### config.mk
export PLATFORM = sky130hd
export DESIGN_NAME = lizard_collision
export DESIGN_NICKNAME = d
export VERILOG_FILES = /design/src/rtl/lizard_collision.sv
export SDC_FILE = /design/constraint.sdc
export NUM_CORES = 1
export LEC_CHECK = 0
export ABC_AREA = 1
export CAP_MARGIN = 20
export CORE_UTILIZATION = 56
export DETAILED_ROUTE_END_ITERATION = 6
export PLACE_DENSITY = 0.82
export SETUP_SLACK_MARGIN = 0.05
export SLEW_MARGIN = 20
export SYNTH_ARGS = -nofsm -noshare
export SYNTH_HDL_FRONTEND = slang
export SYNTH_SLANG_ARGS = --single-unit
### constraint.sdc
create_clock -name sim_clk -period 3.78 [get_ports sim_clk]
set_input_delay 0.756 -clock sim_clk [delete_from_list [all_inputs] [get_ports sim_clk]]
set_output_delay 0.756 -clock sim_clk [all_outputs]
set_load 0.01 [all_outputs]
### src/rtl/lizard_collision.sv
// Collision stage ahead of the lizard enemy datapath: predicts next-step x,
// checks screen bounds, then probes the tile map for a wall or a missing ledge.
module lizard_collision #(
  parameter int SCREEN_W   = 640,
  parameter int SCREEN_H   = 480,
  parameter int TILE_SHIFT = 5,
  parameter int MAP_COLS   = 20,
  parameter int LIZ_W      = 32,
  parameter int LIZ_H      = 32,
  parameter bit EDGE_TURN  = 1'b1
) (
  input  logic        sim_clk,
  input  logic        reset,
  input  logic        start,
  input  logic [31:0] lizardState,
  output logic [8:0]  tile_addr,
  output logic        tile_rd,
  input  logic [3:0]  tile_data,
  output logic [1:0]  lizardCol,
  output logic        busy,
  output logic        done,
  output logic [2:0]  stateDbg
);

  // Handshake: start is honoured only in IDLE (never queued); busy is high
  // from the cycle after start until the done cycle; done is a one-cycle
  // pulse with lizardCol valid in it. tile_rd/tile_addr are presented for one
  // cycle and tile_data is expected exactly one cycle later.

  typedef enum logic [2:0] {IDLE, CALC, P0, P1, P2, WAIT, DONE} stateT;

  stateT       state;
  logic [9:0]  xPos;
  logic [9:0]  yPos;
  logic [4:0]  spd;
  logic        dir;
  logic [9:0]  px;
  logic        oob;
  logic        wall0;
  logic        wall1;
  logic        footEmpty;

  logic [10:0] py0;
  logic [10:0] py1;
  logic [10:0] py2;
  logic        off0;
  logic        off1;
  logic        off2;
  logic [10:0] rightEdge;
  logic        leftOob;
  logic        rightOob;
  logic        calcOob;
  logic [9:0]  pxCalc;
  logic        tileSolid;
  logic        hit;
  logic        unusedBits;

  assign unusedBits = ^{lizardState[6:2], lizardState[0]};
  assign stateDbg   = state;

  // Probe rows: top of sprite, bottom of sprite, and one pixel below the foot.
  assign py0  = {1'b0, yPos};
  assign py1  = py0 + 11'(LIZ_H - 1);
  assign py2  = py0 + 11'(LIZ_H);
  assign off0 = (py0 >= 11'(SCREEN_H));
  assign off1 = (py1 >= 11'(SCREEN_H));
  assign off2 = (py2 >= 11'(SCREEN_H));

  // 11-bit sum cannot wrap for any 10-bit x plus 5-bit speed plus sprite width.
  assign rightEdge = {1'b0, xPos} + {6'b0, spd} + 11'(LIZ_W - 1);
  assign leftOob   = (xPos < {5'b0, spd});
  assign rightOob  = (rightEdge > 11'(SCREEN_W - 1));
  assign calcOob   = dir ? rightOob : leftOob;
  assign pxCalc    = dir ? rightEdge[9:0] : (xPos - {5'b0, spd});

  assign tileSolid = (tile_data != 4'd0);
  assign hit       = oob | wall0 | wall1 | (EDGE_TURN & footEmpty);

  function automatic logic [8:0] probeAddr(input logic [9:0] x, input logic [10:0] y);
    logic [10:0] row;
    logic [10:0] col;
    row = y >> TILE_SHIFT;
    col = {1'b0, x} >> TILE_SHIFT;
    return 9'(row * 11'(MAP_COLS) + col);
  endfunction

  always_ff @(posedge sim_clk or negedge reset) begin
    if (!reset) begin
      state     <= IDLE;
      xPos      <= '0;
      yPos      <= '0;
      spd       <= '0;
      dir       <= 1'b0;
      px        <= '0;
      oob       <= 1'b0;
      wall0     <= 1'b0;
      wall1     <= 1'b0;
      footEmpty <= 1'b0;
      tile_addr <= '0;
      tile_rd   <= 1'b0;
      lizardCol <= 2'b00;
      busy      <= 1'b0;
      done      <= 1'b0;
    end else begin
      done    <= 1'b0;
      tile_rd <= 1'b0;
      case (state)
        IDLE: begin
          if (start) begin
            xPos      <= lizardState[31:22];
            yPos      <= lizardState[21:12];
            spd       <= lizardState[11:7];
            dir       <= lizardState[1];
            oob       <= 1'b0;
            wall0     <= 1'b0;
            wall1     <= 1'b0;
            footEmpty <= 1'b0;
            busy      <= 1'b1;
            state     <= CALC;
          end
        end
        CALC: begin
          if (calcOob) begin
            oob   <= 1'b1;
            state <= DONE;
          end else begin
            px        <= pxCalc;
            tile_addr <= probeAddr(pxCalc, py0);
            tile_rd   <= !off0;
            state     <= P0;
          end
        end
        P0: begin
          tile_addr <= probeAddr(px, py1);
          tile_rd   <= !off1;
          state     <= P1;
        end
        P1: begin
          // An off-screen probe never reads the map; it counts as solid.
          wall0 <= off0 | tileSolid;
          if (EDGE_TURN) begin
            tile_addr <= probeAddr(px, py2);
            tile_rd   <= !off2;
            state     <= P2;
          end else begin
            state <= WAIT;
          end
        end
        P2: begin
          wall1 <= off1 | tileSolid;
          state <= WAIT;
        end
        WAIT: begin
          if (EDGE_TURN) begin
            footEmpty <= !(off2 | tileSolid);
          end else begin
            wall1 <= off1 | tileSolid;
          end
          state <= DONE;
        end
        DONE: begin
          lizardCol <= {dir & hit, ~dir & hit};
          done      <= 1'b1;
          busy      <= 1'b0;
          state     <= IDLE;
        end
        default: state <= IDLE;
      endcase
    end
  end

endmodule
; ---- Yosys cells after proc, flatten, opt, wreduce, memory -nomap -nowiden
; Index checks and enable logic that the tools add are counted.
[totals]
ff_bits = 57
[classes]
n_addsub = 8
multipliers = 3
magnitude_cmp = 5
eq_ne = 9
mux = 18
bitwise = 10
reduce_logical = 20
[ops]
columns = op, n
row1 = $add A9 B5 Y9, 3
row2 = $pmux W9 S3, 1
row3 = $ge A11 B9 Y1 const B, 2
row4 = $pmux W3 S6, 1
row5 = $mul A6 B3 Y7 const B, 2
row6 = $reduce_and A2 Y1, 7
row7 = $add A10 B5 Y11, 1
row8 = $add A10 B5 Y11 const B, 1
row9 = $add A10 B6 Y11 const B, 1
row10 = $add A11 B5 Y11 const B, 1
row11 = $gt A11 B10 Y1 const B, 1
row12 = $ge A10 B9 Y1 const B, 1
row13 = $lt A10 B5 Y1, 1
row14 = $mux W10, 1
row15 = $pmux W1 S2, 5
row16 = $reduce_bool A2 Y1, 5
row17 = $sub A10 B5 Y10, 1
row18 = $eq A3 B3 Y1 const B, 3
row19 = $mux W9, 1
row20 = $mul A5 B3 Y7 const B, 1
row21 = $eq A3 B2 Y1 const B, 2
row22 = $mux W1, 6
row23 = $mux W3, 2
row24 = $ne A2 B2 Y1 const B, 3
row25 = 10 further kinds, 20

; ---- Logic depth before layout (Yosys ltp)
[depth]
word_depth = 6
ltp_mapped = 25

; ---- Worst setup path after synthesis
; OpenSTA, ideal clock, no wires.
[synth_path]
kind = reg-to-reg
startpoint = register xPos[2]
endpoint = register tile_addr[8]
setup_time_ns = 0.066
arrival_time_ns = 3.182
path_slack_ns = 0.532
path_stages_with_launch = 24
period_less_slack_ns = 3.248
path_cell_list = dfrtp_1 > inv_1 > ha_1 > nor2_1 > nor2_2 > ha_1 > o21bai_1 > nand4_1 > nand3_1 > nand2_2 > nand2_1 > o21ai_0 > inv_1 > ha_1 > fa_1 > nand2_1 > inv_1 > o21ai_0 > nor3_1 > xnor2_1 > nand2_1 > nand2_1 > nand3_1 > nand2_1
[synth_between]
elab_chain_cells = 6
[synth_rtl]
columns = element, line_no
row1 = from (decl), 33  ; logic [9:0] xPos;
row2 = from (signal assigned), 110  ; xPos <= lizardState[31:22];
row3 = $add A10 B5 Y11, 70  ; assign rightEdge = {1'b0, xPos} + {6'b0, spd} + 11'(LIZ_W - 1);
row4 = $add A11 B5 Y11, 70
row5 = $mux W10 *, 74  ; assign pxCalc = dir ? rightEdge[9:0] : (xPos - {5'b0, spd});
row6 = via pxCalc[7], 53  ; logic [9:0] pxCalc;
row7 = $add A9 B5 Y9 *, 84  ; return 9'(row * 11'(MAP_COLS) + col);
row8 = $mux W9 *, 123  ; if (calcOob) begin
row9 = $pmux W9 S3 *, 107  ; case (state)
row10 = to (signal assigned), 128  ; tile_addr <= probeAddr(pxCalc, py0);
row11 = to (signal assigned), 134  ; tile_addr <= probeAddr(px, py1);
row12 = to (signal assigned), 142  ; tile_addr <= probeAddr(px, py2);
row13 = to (decl), 16  ; output logic [8:0] tile_addr,
; The timed path passes the listed nets; every way through them passes the cells marked *. The select of a mux whose other input is x is not followed.
; A chain may end at the register's enable or synchronous reset.

; ---- Worst setup path after layout
[layout_path]
startpoint = register xPos[1]
endpoint = register tile_addr[8]
; The elaborated chain is that of the path after synthesis.

==> results.ini <==
[route]
wl_per_cell_um=12.6
wirelength_mm=8.62
drt_first_pass_iters=4
drtIter0Drc=171
drtAntennaViolNets=0
viasPerCell=5.21
routed-via-count=3572
drc=0

[clocking]
clk_pin_slew_ns=0.10
numCtsBuffers=5
clock_latency_ns=0.31
clock-sinks=52
cts_tree=yes
cts_root_buf=clkbuf_8
postCtsHoldBufs=0
htreeDepth=2
clockBufferDepth=2

[timing]
max_freq_mhz=292
fin_skew_ns=0.0173
rsz0062_at_grt=false
finalCritPeriodShare_pct=90.7
setup-violations-final=0
drv_slew=0
hold_viol=0
max_slew.worst_pin.slew_ns=0.876
fin_tns_setup_ns=0
relSlewSlack_pct=41.6
layout_min_cycle_time_ns=3.43

[floorplan]
initial_core_util_pct=58.1
coreArea_mm2=0.00683
die_area_mm2=0.00743
die_w_um=86.2
ios=56
die_y_um=86.2
rows=30

[critical_path]
end_kind=register
worstSetupPathType=register to register
crit_path_max_fanout=3
cp-start-kind=register
cp.arrival_ns=3.68
critical_path_required_ns=4.04

[synthesis]
syn_inst=543
yosys_warnings=0
synth_cell_types=37
ys_ff_latch=52
synth_edf_count=0
syn-num-nets=630
syn-cell-area_mm2=0.00397
synth_flop_cell=dfrtp_1
yosysSeqAreaShare_pct=32.8
async_flop_share_pct=100
syn_area_per_cell_um2=7.31

[grt]
grt.overflow.total=0
met1_usage_pct=29.4
grt-busiest-layer=met2
first_global_vias=3540
grt_pass1_wl_mm=15.0
gr-usage-met3_pct=2.86
gr-usage-met2_pct=46.6
grt_max_degree=47
grt_use_total_pct=25.2
antenna_found_initial=0

[finish]
num_antenna_cells=0
fin_nets=677
final_cell_mix=162 x nand2_1, 82 x inv_1, 52 x dfrtp_1, 48 x clkdlybuf4s50_1
area_growth_pct=17.2
fin_cells=685
layout_commonest_cell=nand2_1
drive_above_1_share_pct=8.15
final_cell_area_mm2=0.00465

[run_status]
status=complete, no violations

[run]
cap_violations=0

[hold_path]
hold_path.class=register to register

[placement]
hpwl_mm=6.80
placed_area_mm2=0.00452
port_buffers=49
gp_congestion=0.878
dp_cells=679

-- cell type report --
| class | instances | area (um2) |
|---|---|---|
| fill | 620 | 2180 |
| tap | 96 | 120 |
| sequential | 52 | 1300 |
| clock buffer | 5 | 68.8 |
| inverter | 87 | 327 |
| multi-input combinational | 394 | 2310 |
| timing repair buffer | 50 | 493 |
| clock inverter | 1 | 30.0 |
-- cell usage after synthesis (2+ instances only) --
library cell | number | share of area, %
a21oi_1 | 11 | 1.4
a31oi_1 | 3 | 0.47
buf_6 | 3 | 0.85
clkbuf_1 | 7 | 0.66
dfrtp_1 | 52 | 33
fa_1 | 5 | 2.5
ha_1 | 43 | 14
inv_1 | 82 | 7.8
inv_2 | 5 | 0.47
nand2_1 | 162 | 15
nand2_2 | 10 | 1.6
nand3_1 | 42 | 5.3
nand3_2 | 2 | 0.50
nand3b_1 | 2 | 0.38
nand4_1 | 6 | 0.95
nor2_1 | 27 | 2.6
nor2_2 | 4 | 0.63
nor3_1 | 3 | 0.38
o21ai_0 | 40 | 5.0
o21ai_1 | 2 | 0.25
o21ai_2 | 8 | 1.8
o21bai_1 | 2 | 0.38
o22ai_1 | 2 | 0.32
or2_2 | 2 | 0.32
xnor2_1 | 3 | 0.66
xor2_1 | 4 | 0.88
-- per-layer routing --
metal	routed length (um)	up-vias
met5	0	-
li1	-	1826
met4	184	0
met1	3690	1654
met3	236	14
met2	4520	78
-- per-stage QoR --
step	setup slack (ns)	util (%)	hold WS, ns
after floorplan	0.532	-	0.436
after CTS	0.110	67.7	0.482
after global placement	0.238	66.2	0.455
after detailed placement	0.136	66.2	0.458
after global routing	0.0510	68.1	0.496
final	0.353	68.1	0.480
-- final timing paths --
check,startpoint,to,slack [ns],cells after the start
worst max-delay path,xPos[1]$_DFFE_PN0P_,tile_addr[8]$_DFFE_PN0P_,0.35,24
worst min-delay path,oob$_DFFE_PN0P_,oob$_DFFE_PN0P_,0.48,2
worst max register to register,xPos[1]$_DFFE_PN0P_,tile_addr[8]$_DFFE_PN0P_,0.35,24
worst min register to register,oob$_DFFE_PN0P_,oob$_DFFE_PN0P_,0.48,2
max in group asynchronous,reset,px[5]$_DFFE_PN0P_,2.49,2
min in group asynchronous,reset,tile_addr[3]$_DFFE_PN0P_,0.55,1
-- what timing repair did --
item / 4_1_cts / 5_1_grt
setup endpoints to repair: 0 / 2
resized for setup: 0 / 8
setup buffers: 0 / 0
-- logic make-up (layout without fill, tap and decap cells) --
logic type | after synthesis | after routing | synth area share, %
XOR/XNOR | 7 | 7 | 1.54
buffers and inverters | 97 | 143 | 9.74
AND/OR/NAND/NOR | 267 | 267 | 29.5
adder cells (fa/ha/maj) | 48 | 48 | 16.1
flip-flops | 52 | 52 | 32.8
AO/OA/AOI/OAI | 72 | 72 | 10.4
-- state kept, by name, summed over array words and instances, names as in the netlist, 2 cells and up --
signal	count
spd	5
px	5
yPos	10
lizardCol	2
stateDbg	3
tile_addr	9
xPos	10
-- worst max-delay path: stages, from the launching register on --
cell      delay, ns
dfrtp_1        0.36
inv_1          0.06
ha_1           0.30
inv_1          0.06
ha_1           0.19
ha_1           0.16
o21bai_1       0.13
nand4_1        0.18
nand2_2        0.13
nand2_2        0.05
nand2_2        0.06
nand2_1        0.06
o21ai_2        0.09
inv_1          0.06
ha_1           0.21
fa_1           0.43
nand2_1        0.08
inv_1          0.06
o21ai_2        0.16
nor3_1         0.08
xnor2_1        0.17
nand2_1        0.06
nand2_1        0.08
nand3_1        0.07
nand2_1        0.08
Power is not shown: default switching activity piles up to over one toggle a cycle in this logic, so the estimate is an artifact.
